## config.mk

```make
export PLATFORM = sky130hd
export DESIGN_NAME = usb_tx
export DESIGN_NICKNAME = d
export VERILOG_FILES = /design/src/rtl/usb_tx.sv
export SDC_FILE = /design/constraint.sdc
export NUM_CORES = 1
export LEC_CHECK = 0
export CORE_UTILIZATION = 54
export DETAILED_ROUTE_END_ITERATION = 7
export GPL_TIMING_DRIVEN = 0
export HOLD_SLACK_MARGIN = 0.1
export PLACE_DENSITY_LB_ADDON = 0.25
export SLEW_MARGIN = 20
export SYNTH_ARGS = -nofsm -noshare
export SYNTH_HDL_FRONTEND = slang
export SYNTH_SLANG_ARGS = --single-unit
```

## constraint.sdc

```tcl
create_clock -name clk -period 2 [get_ports clk]
set_input_delay 0.4 -clock clk [delete_from_list [all_inputs] [get_ports clk]]
set_output_delay 0.4 -clock clk [all_outputs]
set_load 0.01 [all_outputs]
```

## src/rtl/usb_tx.sv

```systemverilog
// usb_tx: USB low-speed packet transmitter (SYNC, bit stuffing, NRZI, EOP).
// Ports: clk, reset (async, high), clk_en bit strobe, data/valid/last/ready
// byte handshake, txd {D+,D-}, oe pad enable, active, error (underrun).
package usb_tx_pkg;
  typedef logic [1:0] d_port_t;
  localparam d_port_t LINE_J   = 2'b01;
  localparam d_port_t LINE_K   = 2'b10;
  localparam d_port_t LINE_SE0 = 2'b00;
endpackage

import usb_tx_pkg::*;

module usb_tx (
  input  logic       clk,
  input  logic       reset,
  input  logic       clk_en,
  input  logic [7:0] data,
  input  logic       valid,
  input  logic       last,
  output logic       ready,
  output d_port_t    txd,
  output logic       oe,
  output logic       active,
  output logic       error
);

  typedef enum logic [1:0] {
    IDLE,
    SYNC,
    DATA,
    EOP
  } state_t;

  state_t     state, state_n;
  logic [7:0] shift, shift_n;
  logic       last_q, last_n;
  logic [2:0] cnt, cnt_n;
  logic [2:0] ones, ones_n;
  logic       fin, fin_n;
  d_port_t    txd_n;
  logic       oe_n, active_n;
  d_port_t    tog;
  logic       stuff;

  assign tog   = (txd == LINE_J) ? LINE_K : LINE_J;
  assign stuff = (ones == 3'd6);

  always_ff @(posedge clk or posedge reset) begin
    if (reset) begin
      state  <= IDLE;
      shift  <= '0;
      last_q <= 1'b0;
      cnt    <= '0;
      ones   <= '0;
      fin    <= 1'b0;
      txd    <= LINE_J;
      oe     <= 1'b0;
      active <= 1'b0;
    end else begin
      state  <= state_n;
      shift  <= shift_n;
      last_q <= last_n;
      cnt    <= cnt_n;
      ones   <= ones_n;
      fin    <= fin_n;
      txd    <= txd_n;
      oe     <= oe_n;
      active <= active_n;
    end
  end

  always_comb begin
    state_n  = state;
    shift_n  = shift;
    last_n   = last_q;
    cnt_n    = cnt;
    ones_n   = ones;
    fin_n    = fin;
    txd_n    = txd;
    oe_n     = oe;
    active_n = active;
    ready    = 1'b0;
    error    = 1'b0;
    if (clk_en) begin
      unique case (state)
        IDLE: begin
          ready = 1'b1;
          if (valid) begin
            shift_n  = data;
            last_n   = last;
            cnt_n    = 3'd1;
            ones_n   = '0;
            fin_n    = 1'b0;
            txd_n    = LINE_K;
            oe_n     = 1'b1;
            active_n = 1'b1;
            state_n  = SYNC;
          end
        end
        SYNC: begin
          // cnt counts SYNC bits already on the line; the
          // eighth bit is the single 1 of the pattern.
          if (cnt == 3'd7) begin
            ones_n  = 3'd1;
            cnt_n   = '0;
            state_n = DATA;
          end else begin
            txd_n = tog;
            cnt_n = cnt + 3'd1;
          end
        end
        DATA: begin
          if (stuff) begin
            txd_n  = tog;
            ones_n = '0;
            if (fin) begin
              fin_n   = 1'b0;
              cnt_n   = '0;
              state_n = EOP;
            end
          end else begin
            txd_n   = shift[0] ? txd : tog;
            ones_n  = shift[0] ? ones + 3'd1 : '0;
            shift_n = shift >> 1;
            cnt_n   = cnt + 3'd1;
            if (cnt == 3'd7) begin
              if (last_q) begin
                // a sixth one on the final bit still owes a stuff bit
                if (shift[0] && ones == 3'd5) begin
                  fin_n = 1'b1;
                end else begin
                  cnt_n   = '0;
                  state_n = EOP;
                end
              end else begin
                ready = 1'b1;
                if (valid) begin
                  shift_n = data;
                  last_n  = last;
                end else begin
                  error   = 1'b1;
                  cnt_n   = '0;
                  state_n = EOP;
                end
              end
            end
          end
        end
        EOP: begin
          cnt_n = cnt + 3'd1;
          unique case (1'b1)
            (cnt == 3'd0),
            (cnt == 3'd1): txd_n = LINE_SE0;
            (cnt == 3'd2): txd_n = LINE_J;
            default: begin
              txd_n    = LINE_J;
              oe_n     = 1'b0;
              active_n = 1'b0;
              cnt_n    = '0;
              state_n  = IDLE;
            end
          endcase
        end
        default: state_n = IDLE;
      endcase
    end
  end

endmodule

```

==> tab_implementation.tex, run 1 <==
\begin{tabular}{lr}
\hline
Metric & Value \\
\hline
\multicolumn{2}{l}{\textbf{Route}} \\
\quad DRC marker count from the first detailed-route iteration & 13 \\
\quad Number of vias in the routed layout & 1161 \\
\quad Average routed wire per standard cell & about 16 um \\
\quad Drt via density & $\sim$5.7 \\
\quad Detailed Route WL & 3180 um \\
\quad Post-detailed-route DRC marker count & 0 \\
\quad First-pass detailed-route iteration total & 4 \\
\quad Final ANT Viol Nets & 0 \\
\multicolumn{2}{l}{\textbf{Timing}} \\
\quad Transition time at the pin with the least slew margin & 858.6 ps \\
\quad Fin Clk Skew & 10.81 ps \\
\quad Final-layout worst hold slack & 416.5 ps \\
\quad Period Utilization, post-route & 1.095 \\
\quad Total Neg Setup Slack & -371.3 ps \\
\quad Timing-limited maximum frequency & 456.6 MHz \\
\quad Rel. slew slack & 0.4270 \\
\quad Unrepaired setup endpoints after global routing & true \\
\quad Setup ws final & -190.3 ps \\
\quad Clock period minus final worst setup slack & 2190 ps \\
\quad Count of final setup violators & 2 \\
\quad Count of endpoints failing hold in the final timing report & 0 \\
\quad Final slew viol count & 0 \\
\multicolumn{2}{l}{\textbf{Clock tree}} \\
\quad Clock sink count & 21 \\
\quad Number of levels in the clock H-tree & 1 \\
\quad Count of hold-fix buffers inserted at cts & 0 \\
\quad Clock Tree Root & sky130\_fd\_sc\_hd\_\_clkbuf\_4 \\
\quad CTS Buffer Depth & 2 \\
\quad Clock latency reported for the late side of the worst-skew pair & 320 ps \\
\quad Cts bufs inserted & 3 \\
\quad Clock slew at reported path FFs & 140 ps \\
\quad Clock tree from TritonCTS & done \\
\multicolumn{2}{l}{\textbf{Synthesis}} \\
\quad Top post-synthesis cells by area & sky130\_fd\_sc\_hd\_\_dfrtp\_1 35\%, sky130\_fd\_sc\_hd\_\_ha\_1 11\%, sky130\_fd\_sc\_hd\_\_mux2i\_1 6.3\% \\
\quad Synthesized cell area & 1433 um2 \\
\quad Most frequently used flop master after synthesis & sky130\_fd\_sc\_hd\_\_dfrtp\_1 \\
\quad Biggest area consumer among synthesized cells & sky130\_fd\_sc\_hd\_\_dfrtp\_1 \\
\quad Post-synthesis net count & 171 \\
\quad Number of synthesized flops with an enable pin & 0 \\
\quad Post-synth top area share & 0.3493 \\
\quad Asr flop ratio synth & 1.000 \\
\quad Number of storage elements in the synthesis netlist & 21 \\
\quad Cell count after synthesis & 145 \\
\quad Avg Cell Area, Syn & 9.880 um2 \\
\quad Sequential cell area fraction in the yosys report & 0.3677 \\
\quad Post-synth cell types & 46 \\
\quad Warning count from the yosys run & 0 \\
\multicolumn{2}{l}{\textbf{Placed design}} \\
\quad Total placed instance area & 1640 um2 \\
\quad Port bufs & 17 \\
\quad Cells after DPL & 192 \\
\quad Routability Congestion & 0.8008 \\
\quad Half-perimeter wire length after placement & about 2200 um \\
\multicolumn{2}{l}{\textbf{Critical path}} \\
\quad Arr. time, crit path & 1790 ps \\
\quad Largest delay contributor family on the critical path & simple AND/OR/NAND/NOR gates \\
\quad Sort of element at the end of the critical path & output port \\
\quad Crit-path slowest cell & sky130\_fd\_sc\_hd\_\_dfrtp\_1 \\
\quad Path type of the worst setup path & flop to output port \\
\quad Critical path launch point type & flop \\
\quad Combined buffer and inverter count along the critical path & 2 \\
\quad Biggest cell delay along the critical path & roughly 420 ps \\
\quad Top fanout value on the critical path & 2 \\
\quad CP cell instances & inv\_2, ha\_4, a21bo\_4, or3\_4, nor3b\_2, buf\_2 \\
\quad Data required time of the worst path & 1600 ps \\
\quad Slack of the worst reg-to-reg path & 150 ps \\
\multicolumn{2}{l}{\textbf{Global routing}} \\
\quad Most utilized layer in the global route result & met2 \\
\quad Via count of the first global-routing pass & 1028 \\
\quad Overall overflow remaining after global route & 0 \\
\quad All-layer global routing usage & 0.2524 \\
\quad Met1 Use GR & 0.3357 \\
\quad Maximum number of pins on one net before global-route repair & 22 \\
\quad Met2 capacity usage during global routing & 0.4063 \\
\quad Initial antenna violation count & 0 \\
\quad First-pass GRT wire length & 4995 um \\
\quad Met3 Use GR & 0.04023 \\
\multicolumn{2}{l}{\textbf{Cells and area}} \\
\quad Area used by sequential logic in the layout & 526.8 um2 \\
\quad Area grow syn2layout & 24.19\% \\
\quad Combined area of the multi-input logic cells & roughly 870 um2 \\
\quad Most frequent standard cell in the layout excluding fill and tap cells & sky130\_fd\_sc\_hd\_\_dfrtp\_1 \\
\quad Total inserted antenna cells & 0 \\
\quad Commonest cells after routing, fill and taps aside & 20 x sky130\_fd\_sc\_hd\_\_dfrtp\_1, 19 x sky130\_fd\_sc\_hd\_\_nand2\_1, 15 x sky130\_fd\_sc\_hd\_\_clkdlybuf4s50\_1 \\
\quad \# fillers & approximately 180 \\
\quad Ratio of cells with drive above 1 in the final layout & 0.2229 \\
\quad Finished Layout Cells & 205 \\
\quad Post-route standard cell area excluding fillers & between 1500 and 2000 um2 \\
\quad Final Net Count & 202 \\
\multicolumn{2}{l}{\textbf{Floorplanning}} \\
\quad Chip Width & 53.51 um \\
\quad Top Ports & 19 \\
\quad Chip Height & around 54 um \\
\quad Area of the core & 2500 um2 \\
\quad Die Area & 2863 um2 \\
\quad Starting utilization of the core area & 0.5731 \\
\quad Total number of placement rows & 18 \\
\multicolumn{2}{l}{\textbf{Power and ir drop}} \\
\quad Worst-case vdd ir drop & 0.0008191 V \\
\quad Ratio of total power to cell area & 1348 nW/um2 \\
\quad Static leakage & 0.0008130 uW \\
\quad PnR Total Power & 2398 uW \\
\multicolumn{2}{l}{\textbf{Status}} \\
\quad Violations in the final reports & negative setup slack \\
\quad Result of the run & complete, but fails checks \\
\multicolumn{2}{l}{\textbf{Worst hold path}} \\
\quad Hold Crit Class & input port to flop \\
\multicolumn{2}{l}{\textbf{Job}} \\
\quad Max\_cap viols & 0 \\
\hline
\end{tabular}
-- synthesized netlist by cell type (2+ instances only) --
cell type                   n
sky130_fd_sc_hd__dfrtp_1   20
sky130_fd_sc_hd__nand2_1   19
sky130_fd_sc_hd__ha_1      13
sky130_fd_sc_hd__inv_1     13
sky130_fd_sc_hd__o21ai_1   11
sky130_fd_sc_hd__mux2i_1    9
sky130_fd_sc_hd__nand2b_1   4
sky130_fd_sc_hd__nor2_1     4
sky130_fd_sc_hd__a21oi_1    3
sky130_fd_sc_hd__o21ai_0    3
sky130_fd_sc_hd__o31ai_1    3
sky130_fd_sc_hd__a22o_1     2
sky130_fd_sc_hd__buf_6      2
sky130_fd_sc_hd__mux2_1     2
sky130_fd_sc_hd__nand3_1    2
sky130_fd_sc_hd__nand4_1    2
sky130_fd_sc_hd__nor3_2     2
sky130_fd_sc_hd__o21a_1     2
sky130_fd_sc_hd__or3_1      2
-- through the flow --
stage | setup WS (ps) | util
global placement | -552.6 | 0.6562
floorplan | 28.08 | -
detailed placement | -561.6 | 0.6562
finish | -190.3 | 0.7117
CTS | -180.6 | 0.7107
global route | -257.5 | 0.7117
-- registers in the layout, summed over array words and instances, names as in the netlist --
name	count
state	2
cnt	3
ones	3
active	1
fin	1
last_q	1
txd	2
shift	8
-- power by group --
part           switching [uW]  internal (uW)  total, uW
sequential                139            600        739
clock                     149           75.0        224
combinational             746            690       1440
-- per-layer routing --
layer / part of all wire / vias to the layer above
li1: - / 583
met1: 0.49 / 555
met5: 0 / -
met3: 0.027 / 5
met4: 0.014 / 0
met2: 0.47 / 18
-- kinds of logic after synthesis --
logic type,after synthesis,share of synthesized area
simple gates,44,0.1703
flops,21,0.3677
buf+inv,18,0.06288
compound gates,37,0.1965
fa+ha+maj,13,0.1135
mux,12,0.08908
-- worst min-delay path, stage by stage --
cell and delay [ps]:
sky130_fd_sc_hd__buf_6 110, sky130_fd_sc_hd__o32ai_1 120, sky130_fd_sc_hd__a2bb2oi_1 80
-- final cells by class --
cell class	instances	share of cell area
Buffer	4	0.02110
Sequential cell	21	0.2961
Inverter	14	0.02954
Multi-Input combinational cell	106	0.4887
Tap cell	30	0.02110
Clock buffer	3	0.01266
Clock inverter	1	0.002813
Timing Repair Buffer	26	0.1280
-- timing repair --
item,4_1_cts,5_1_grt
setup buffers,9,0
setup endpoints to repair,2,3
pin swaps,5,0
gates resized for setup,19,1
-- final timing paths --
check / start / end / cells past startpoint
min in group asynchronous: reset / state[1]$_DFFE_PP0P_ / 2
max reg2reg: cnt[0]$_DFFE_PP0P_ / state[0]$_DFFE_PP0P_ / 7
max: state[0]$_DFFE_PP0P_ / error / 6
max in group asynchronous: reset / shift[4]$_DFFE_PP0P_ / 2
min reg2reg: shift[6]$_DFFE_PP0P_ / shift[6]$_DFFE_PP0P_ / 2
min: valid / last_q$_DFFE_PP0P_ / 3
Note: power is estimated with default switching activity, not from simulation.
==> run 2, diff against run 1 <==
CORE_UTILIZATION = 43   (was 54)
PLACE_DENSITY_LB_ADDON = default   (was 0.25)
RECOVER_POWER = 100   (was default)
==> run 2 against run 1 <==
Effect of this change:
- the flow still finishes with violations (negative setup slack)
- critical endpoint unchanged
- clock-buffer cell count stayed put
- global-route usage fell by 5.2 points
- highest routed layer unchanged
- largest cell class unchanged
- hold slack gained 2.0 ps
- via count down 0.69%
- clock skew hardly changed
- combinational power fell by 6%
- clock power shrank 3%
- sequential cell count unchanged
==> tab_implementation.tex, run 2 (synthesis results as in run 1) <==
\begin{tabular}{lr}
\hline
Metric & Value \\
\hline
\multicolumn{2}{l}{\textbf{Status}} \\
\quad Result of the run & complete, but fails checks \\
\quad Violations in the final reports & negative setup slack \\
\multicolumn{2}{l}{\textbf{Cells and area}} \\
\quad Final Net Count & 203 \\
\quad Largest Register & shift \\
\quad Area grow syn2layout & 24.54\% \\
\quad Total inserted antenna cells & 0 \\
\quad Largest register FFs & 8 \\
\quad Biggest registers after layout & shift: 8 flops, cnt: 3 flops, ones: 3 flops \\
\quad Commonest cells after routing, fill and taps aside & 20 x sky130\_fd\_sc\_hd\_\_dfrtp\_1, 19 x sky130\_fd\_sc\_hd\_\_nand2\_1, 12 x sky130\_fd\_sc\_hd\_\_inv\_1 \\
\quad Most frequent standard cell in the layout excluding fill and tap cells & sky130\_fd\_sc\_hd\_\_dfrtp\_1 \\
\quad \# fillers & 298 \\
\quad Ratio of cells with drive above 1 in the final layout & 0.1989 \\
\multicolumn{2}{l}{\textbf{Clock tree}} \\
\quad Clock latency reported for the late side of the worst-skew pair & 310 ps \\
\quad Number of levels in the clock H-tree & 1 \\
\quad Clock tree from TritonCTS & done \\
\quad Clock sink count & 21 \\
\quad CTS Buffer Depth & 2 \\
\quad Cts bufs inserted & 3 \\
\quad Clock slew at reported path FFs & 140 ps \\
\quad Count of hold-fix buffers inserted at cts & 0 \\
\quad Clock Tree Root & sky130\_fd\_sc\_hd\_\_clkbuf\_4 \\
\multicolumn{2}{l}{\textbf{Global routing}} \\
\quad First-pass GRT wire length & roughly 5400 um \\
\quad Initial antenna violation count & 0 \\
\quad Overall overflow remaining after global route & 0 \\
\quad Maximum number of pins on one net before global-route repair & 22 \\
\quad Via count of the first global-routing pass & 1209 \\
\quad All-layer global routing usage & 0.2001 \\
\multicolumn{2}{l}{\textbf{Critical path}} \\
\quad Path type of the worst setup path & flop to output port \\
\quad Setup crit start & ones[0]\$\_DFFE\_PP0P\_ \\
\quad Critical path launch point type & flop \\
\quad Arr. time, crit path & 1800 ps \\
\quad Sort of element at the end of the critical path & output port \\
\quad Data required time of the worst path & 1600 ps \\
\quad Worst R2R Path Depth & 7 \\
\quad Launching point of the worst reg2reg path & cnt[0]\$\_DFFE\_PP0P\_ \\
\quad Top fanout value on the critical path & 3 \\
\multicolumn{2}{l}{\textbf{Placed design}} \\
\quad Pre-CTS setup slack & -592.1 ps \\
\quad Routability Congestion & $\sim$0.73 \\
\quad Half-perimeter wire length after placement & between 2000 and 2500 um \\
\quad Port bufs & 17 \\
\multicolumn{2}{l}{\textbf{Floorplanning}} \\
\quad Die Area & between 3000 and 4000 um2 \\
\quad Area of the core & 3103 um2 \\
\quad Top Ports & 19 \\
\quad Chip Width & 59.72 um \\
\quad Starting utilization of the core area & 0.4617 \\
\quad Total number of placement rows & 20 \\
\quad Chip Height & 59.72 um \\
\multicolumn{2}{l}{\textbf{Route}} \\
\quad Average routed wire per standard cell & 13.80 um \\
\quad Number of vias in the routed layout & 1153 \\
\quad DRC marker count from the first detailed-route iteration & 52 \\
\quad Final ANT Viol Nets & 0 \\
\quad First-pass detailed-route iteration total & 4 \\
\quad Drt via density & 5.241 \\
\quad Detailed Route WL & 3036 um \\
\quad Post-detailed-route DRC marker count & 0 \\
\multicolumn{2}{l}{\textbf{Power and ir drop}} \\
\quad PnR Total Power & 2311 uW \\
\quad Worst-case vdd ir drop & 0.0006077 V \\
\quad Ratio of total power to cell area & 1295 nW/um2 \\
\quad Static leakage & about 0.00081 uW \\
\multicolumn{2}{l}{\textbf{Timing}} \\
\quad Final slew viol count & 0 \\
\quad Count of endpoints failing hold in the final timing report & 0 \\
\quad Unrepaired setup endpoints after global routing & true \\
\quad Count of final setup violators & 11 \\
\quad Fin Clk Skew & 11.20 ps \\
\quad Clock period minus final worst setup slack & 2202 ps \\
\quad Final-layout worst hold slack & 418.5 ps \\
\quad Transition time at the pin with the least slew margin & 818.0 ps \\
\quad Period Utilization, post-route & 1.101 \\
\quad Timing-limited maximum frequency & 454.1 MHz \\
\quad Setup ws final & -202.2 ps \\
\quad Rel. slew slack & 0.4541 \\
\multicolumn{2}{l}{\textbf{Worst hold path}} \\
\quad Min-Delay Startpoint & valid \\
\quad Hold Crit Class & input port to flop \\
\quad Min-Delay Path Depth & 3 \\
\multicolumn{2}{l}{\textbf{Job}} \\
\quad Max\_cap viols & 0 \\
\hline
\end{tabular}
-- run 2: path summary, 6_finish.rpt --
check,to,slack [ps]
hold reg to reg,shift[7]$_DFFE_PP0P_,500
hold / removal,last_q$_DFFE_PP0P_,420
max in group asynchronous,txd[1]$_DFFE_PP0P_,820
setup reg to reg,state[0]$_DFFE_PP0P_,-60
min in group asynchronous,active$_DFFE_PP0P_,660
setup / recovery,error,-200
-- run 2: repair_timing --
item / 4_1_cts / 5_1_grt
endpoints found under the hold margin: 0 / 0
gates cloned: 0 / 0
setup endpoints to repair: 2 / 7
resized for setup: 18 / 1
buffers inserted: 8 / 2
pin swaps: 3 / 0
-- run 2: metrics by stage --
stage            util  std cells  instance area [um2]  TNS [ps]
6_report       0.5750        220                 1784    -800.1
5_1_grt        0.5750        220                 1784     -2386
4_1_cts        0.5758        218                 1787    -366.4
3_5_place_dp   0.5343        206                 1658     -1151
3_3_place_gp   0.5343        206                 1658     -1115
2_1_floorplan       -        145                 1433         0
-- run 2: routing by layer --
layer  up-vias  wire length, um  global-route usage
met5         -                0                   0
met1       548             1377              0.2486
met3         4              122             0.02381
met4         0               40             0.07309
li1        577                -                   -
met2        24             1496              0.3540
-- run 2: critical path, stage by stage, from the launching register on --
cell,delay [ps]
sky130_fd_sc_hd__dfrtp_1,390
sky130_fd_sc_hd__inv_1,90
sky130_fd_sc_hd__ha_4,180
sky130_fd_sc_hd__a21bo_4,210
sky130_fd_sc_hd__or3_4,330
sky130_fd_sc_hd__nor3b_2,150
sky130_fd_sc_hd__buf_2,140
-- run 2: where the power goes --
part	leakage [uW]	internal, uW	switching, uW
Sequential	0.000264	600	137
Combinational	0.000525	644	712
Clock	0.0000177	74.7	143
-- run 2: area by class of cell --
class,instances,area [um2],share of cell area
Buffer,4,37.54,0.02104
Clock buffer,3,22.52,0.01262
Clock inverter,1,5.005,0.002805
Inverter,14,52.55,0.02945
Multi-Input combinational cell,106,853.3,0.4783
Sequential cell,21,526.8,0.2952
Tap cell,44,55.05,0.03086
Timing Repair Buffer,27,231.5,0.1297
==> run 3, diff against run 2 <==
CTS_CLUSTER_SIZE = 40   (was default)
clock period = 2.2 ns   (was 2 ns; I/O delays follow)
==> run 3 against run 2 <==
Effect of this change:
- the flow still finishes with violations (negative setup slack)
- clock-buffer cell count unchanged
- cell count did not move
- setup slack better by 170 ps
- clock power decreased by 8%
- utilization rose by 0.40 points
- hold slack gained 41 ps
- sequential share of layout area shrank 0.21 points
==> tab_implementation.tex, run 3 (synthesis results as in run 1) <==
\begin{tabular}{lr}
\hline
Metric & Value \\
\hline
\multicolumn{2}{l}{\textbf{Timing}} \\
\quad Final-layout worst hold slack & 459.9 ps \\
\quad Transition time at the pin with the least slew margin & 818.5 ps \\
\quad Final slew viol count & 0 \\
\quad Fin Clk Skew & a little under 9 ps \\
\quad Timing-limited maximum frequency & 447.5 MHz \\
\quad Rel. slew slack & 0.4537 \\
\quad Total Neg Setup Slack & -53.81 ps \\
\quad Setup ws final & -34.45 ps \\
\quad Count of endpoints failing hold in the final timing report & 0 \\
\quad Period Utilization, post-route & 1.016 \\
\quad Clock period minus final worst setup slack & $\sim$2200 ps \\
\quad Unrepaired setup endpoints after global routing & true \\
\quad Count of final setup violators & 2 \\
\multicolumn{2}{l}{\textbf{Clock tree}} \\
\quad Clock latency reported for the late side of the worst-skew pair & $\sim$310 ps \\
\quad Number of levels in the clock H-tree & 1 \\
\quad CTS Buffer Depth & 2 \\
\quad Clock tree from TritonCTS & done \\
\quad Clock slew at reported path FFs & $\sim$130 ps \\
\quad Cts bufs inserted & 3 \\
\quad Count of hold-fix buffers inserted at cts & 0 \\
\quad Clock Tree Root & sky130\_fd\_sc\_hd\_\_clkbuf\_4 \\
\quad Clock sink count & 21 \\
\multicolumn{2}{l}{\textbf{Power and ir drop}} \\
\quad Combinational Power Share & 0.595 \\
\quad Power share of the clock group & 0.092 \\
\quad Switching share of total power & 0.4257 \\
\quad Internal & 1235 uW \\
\quad Sequential share of power & 0.313 \\
\quad Static leakage & 0.0008181 uW \\
\quad Ratio of total power to cell area & approximately 1200 nW/um2 \\
\quad Worst-case vdd ir drop & 0.0005558 V \\
\quad Power spent charging and discharging nets & 915.5 uW \\
\multicolumn{2}{l}{\textbf{Route}} \\
\quad WL met2 & 1477 um \\
\quad Routed metal-1 wire length & roughly 1400 um \\
\quad Detailed Route WL & approximately 3000 um \\
\quad First-pass detailed-route iteration total & 4 \\
\quad Average routed wire per standard cell & 13.83 um \\
\quad Post-detailed-route DRC marker count & 0 \\
\quad Met3 routed wirelength & between 90 and 100 um \\
\quad Max Used Layer & met4 \\
\quad Number of vias in the routed layout & 1172 \\
\quad DRC marker count from the first detailed-route iteration & 53 \\
\quad Final ANT Viol Nets & 0 \\
\quad Drt via density & 5.327 \\
\multicolumn{2}{l}{\textbf{Cells and area}} \\
\quad Area grow syn2layout & 25.41\% \\
\quad Total inserted antenna cells & 0 \\
\quad Largest Register & shift \\
\quad Most frequent standard cell in the layout excluding fill and tap cells & sky130\_fd\_sc\_hd\_\_dfrtp\_1 \\
\quad Ratio of cells with drive above 1 in the final layout & 0.2102 \\
\quad Largest register FFs & 8 \\
\quad Biggest registers after layout & shift: 8 flops, cnt: 3 flops, ones: 3 flops \\
\quad Final Net Count & a little over 200 \\
\quad Utilization after layout & 0.5790 \\
\quad \# fillers & a little under 300 \\
\quad Commonest cells after routing, fill and taps aside & 20 x sky130\_fd\_sc\_hd\_\_dfrtp\_1, 19 x sky130\_fd\_sc\_hd\_\_nand2\_1, 14 x sky130\_fd\_sc\_hd\_\_clkdlybuf4s50\_1 \\
\multicolumn{2}{l}{\textbf{Job}} \\
\quad Max\_cap viols & 0 \\
\multicolumn{2}{l}{\textbf{Global routing}} \\
\quad First-pass GRT wire length & 5361 um \\
\quad Overall overflow remaining after global route & 0 \\
\quad Maximum number of pins on one net before global-route repair & 22 \\
\quad All-layer global routing usage & 0.2001 \\
\quad Initial antenna violation count & 0 \\
\quad Via count of the first global-routing pass & 1209 \\
\multicolumn{2}{l}{\textbf{Floorplanning}} \\
\quad Chip Width & 59.72 um \\
\quad Starting utilization of the core area & 0.4617 \\
\quad Area of the core & 3103 um2 \\
\quad Top Ports & 19 \\
\quad Die Area & roughly 3600 um2 \\
\quad Total number of placement rows & 20 \\
\quad Chip Height & 59.72 um \\
\multicolumn{2}{l}{\textbf{Status}} \\
\quad Violations in the final reports & negative setup slack \\
\quad Result of the run & complete, but fails checks \\
\multicolumn{2}{l}{\textbf{Critical path}} \\
\quad Top fanout value on the critical path & 2 \\
\quad Data required time of the worst path & 1760 ps \\
\quad Critical path launch point type & flop \\
\quad Path type of the worst setup path & flop to output port \\
\quad Arr. time, crit path & 1790 ps \\
\quad Sort of element at the end of the critical path & output port \\
\multicolumn{2}{l}{\textbf{Placed design}} \\
\quad Port bufs & 17 \\
\quad Pre-CTS setup slack & -432.1 ps \\
\quad Half-perimeter wire length after placement & 2091 um \\
\quad Routability Congestion & 0.7327 \\
\multicolumn{2}{l}{\textbf{Worst hold path}} \\
\quad Hold Crit Class & input port to flop \\
\hline
\end{tabular}
## run 3: metrics by stage
| stage | power [uW] | area (um2) | cells |
|---|---|---|---|
| floorplan | 1507 | 1433 | 145 |
| global placement | 1790 | 1658 | 206 |
| detailed placement | 1812 | 1658 | 206 |
| CTS | 2151 | 1787 | 218 |
| global route | 2339 | 1797 | 220 |
| finish | 2151 | 1797 | 220 |
## run 3: path summary, 6_finish.rpt
path / from / endpoint / slack [ps] / depth (start not counted)
worst min-delay path: valid / last_q$_DFFE_PP0P_ / 460 / 3
worst max register to register: cnt[0]$_DFFE_PP0P_ / state[0]$_DFFE_PP0P_ / 200 / 7
worst max-delay path: state[0]$_DFFE_PP0P_ / error / -30 / 6
max in group asynchronous: reset / txd[1]$_DFFE_PP0P_ / 990 / 2
worst min register to register: shift[7]$_DFFE_PP0P_ / shift[7]$_DFFE_PP0P_ / 500 / 2
min in group asynchronous: reset / active$_DFFE_PP0P_ / 700 / 2
## run 3: power by group through the flow
stage	sequential [uW]	clock [uW]	combinational, uW
after global routing	694	218	1430
after global placement	678	0	1110
after CTS	669	208	1270
final	673	199	1280
after floorplan	663	0	843
after detailed placement	685	0	1130
## run 3: critical path, cell delays in order (launching register included)
cell and delay [ps]:
sky130_fd_sc_hd__dfrtp_1 420, sky130_fd_sc_hd__inv_2 80, sky130_fd_sc_hd__ha_4 140, sky130_fd_sc_hd__a21bo_4 220
sky130_fd_sc_hd__or3_4 330, sky130_fd_sc_hd__nor3b_2 150, sky130_fd_sc_hd__buf_2 140
## run 3: per-layer routing
layer,vias up,track usage
li1,578,-
met1,560,0.2486
met2,28,0.3540
met3,6,0.02381
met4,0,0.07309
met5,-,0
## run 3: what timing repair did
| item | 4_1_cts | 5_1_grt |
|---|---|---|
| pin swaps | 3 | 0 |
| resized for setup | 18 | 0 |
| buffers inserted | 8 | 2 |
| setup endpoints to repair | 2 | 2 |
## run 3: final cells by class
type,instances,area (um2),share of cell area
Tap cell,44,55.05,0.03064
Clock buffer,3,22.52,0.01253
Clock inverter,1,5.005,0.002786
Timing Repair Buffer,27,235.2,0.1309
Buffer,4,37.54,0.02089
Multi-Input combinational cell,106,862.1,0.4798
Inverter,14,52.55,0.02925
Sequential cell,21,526.8,0.2932
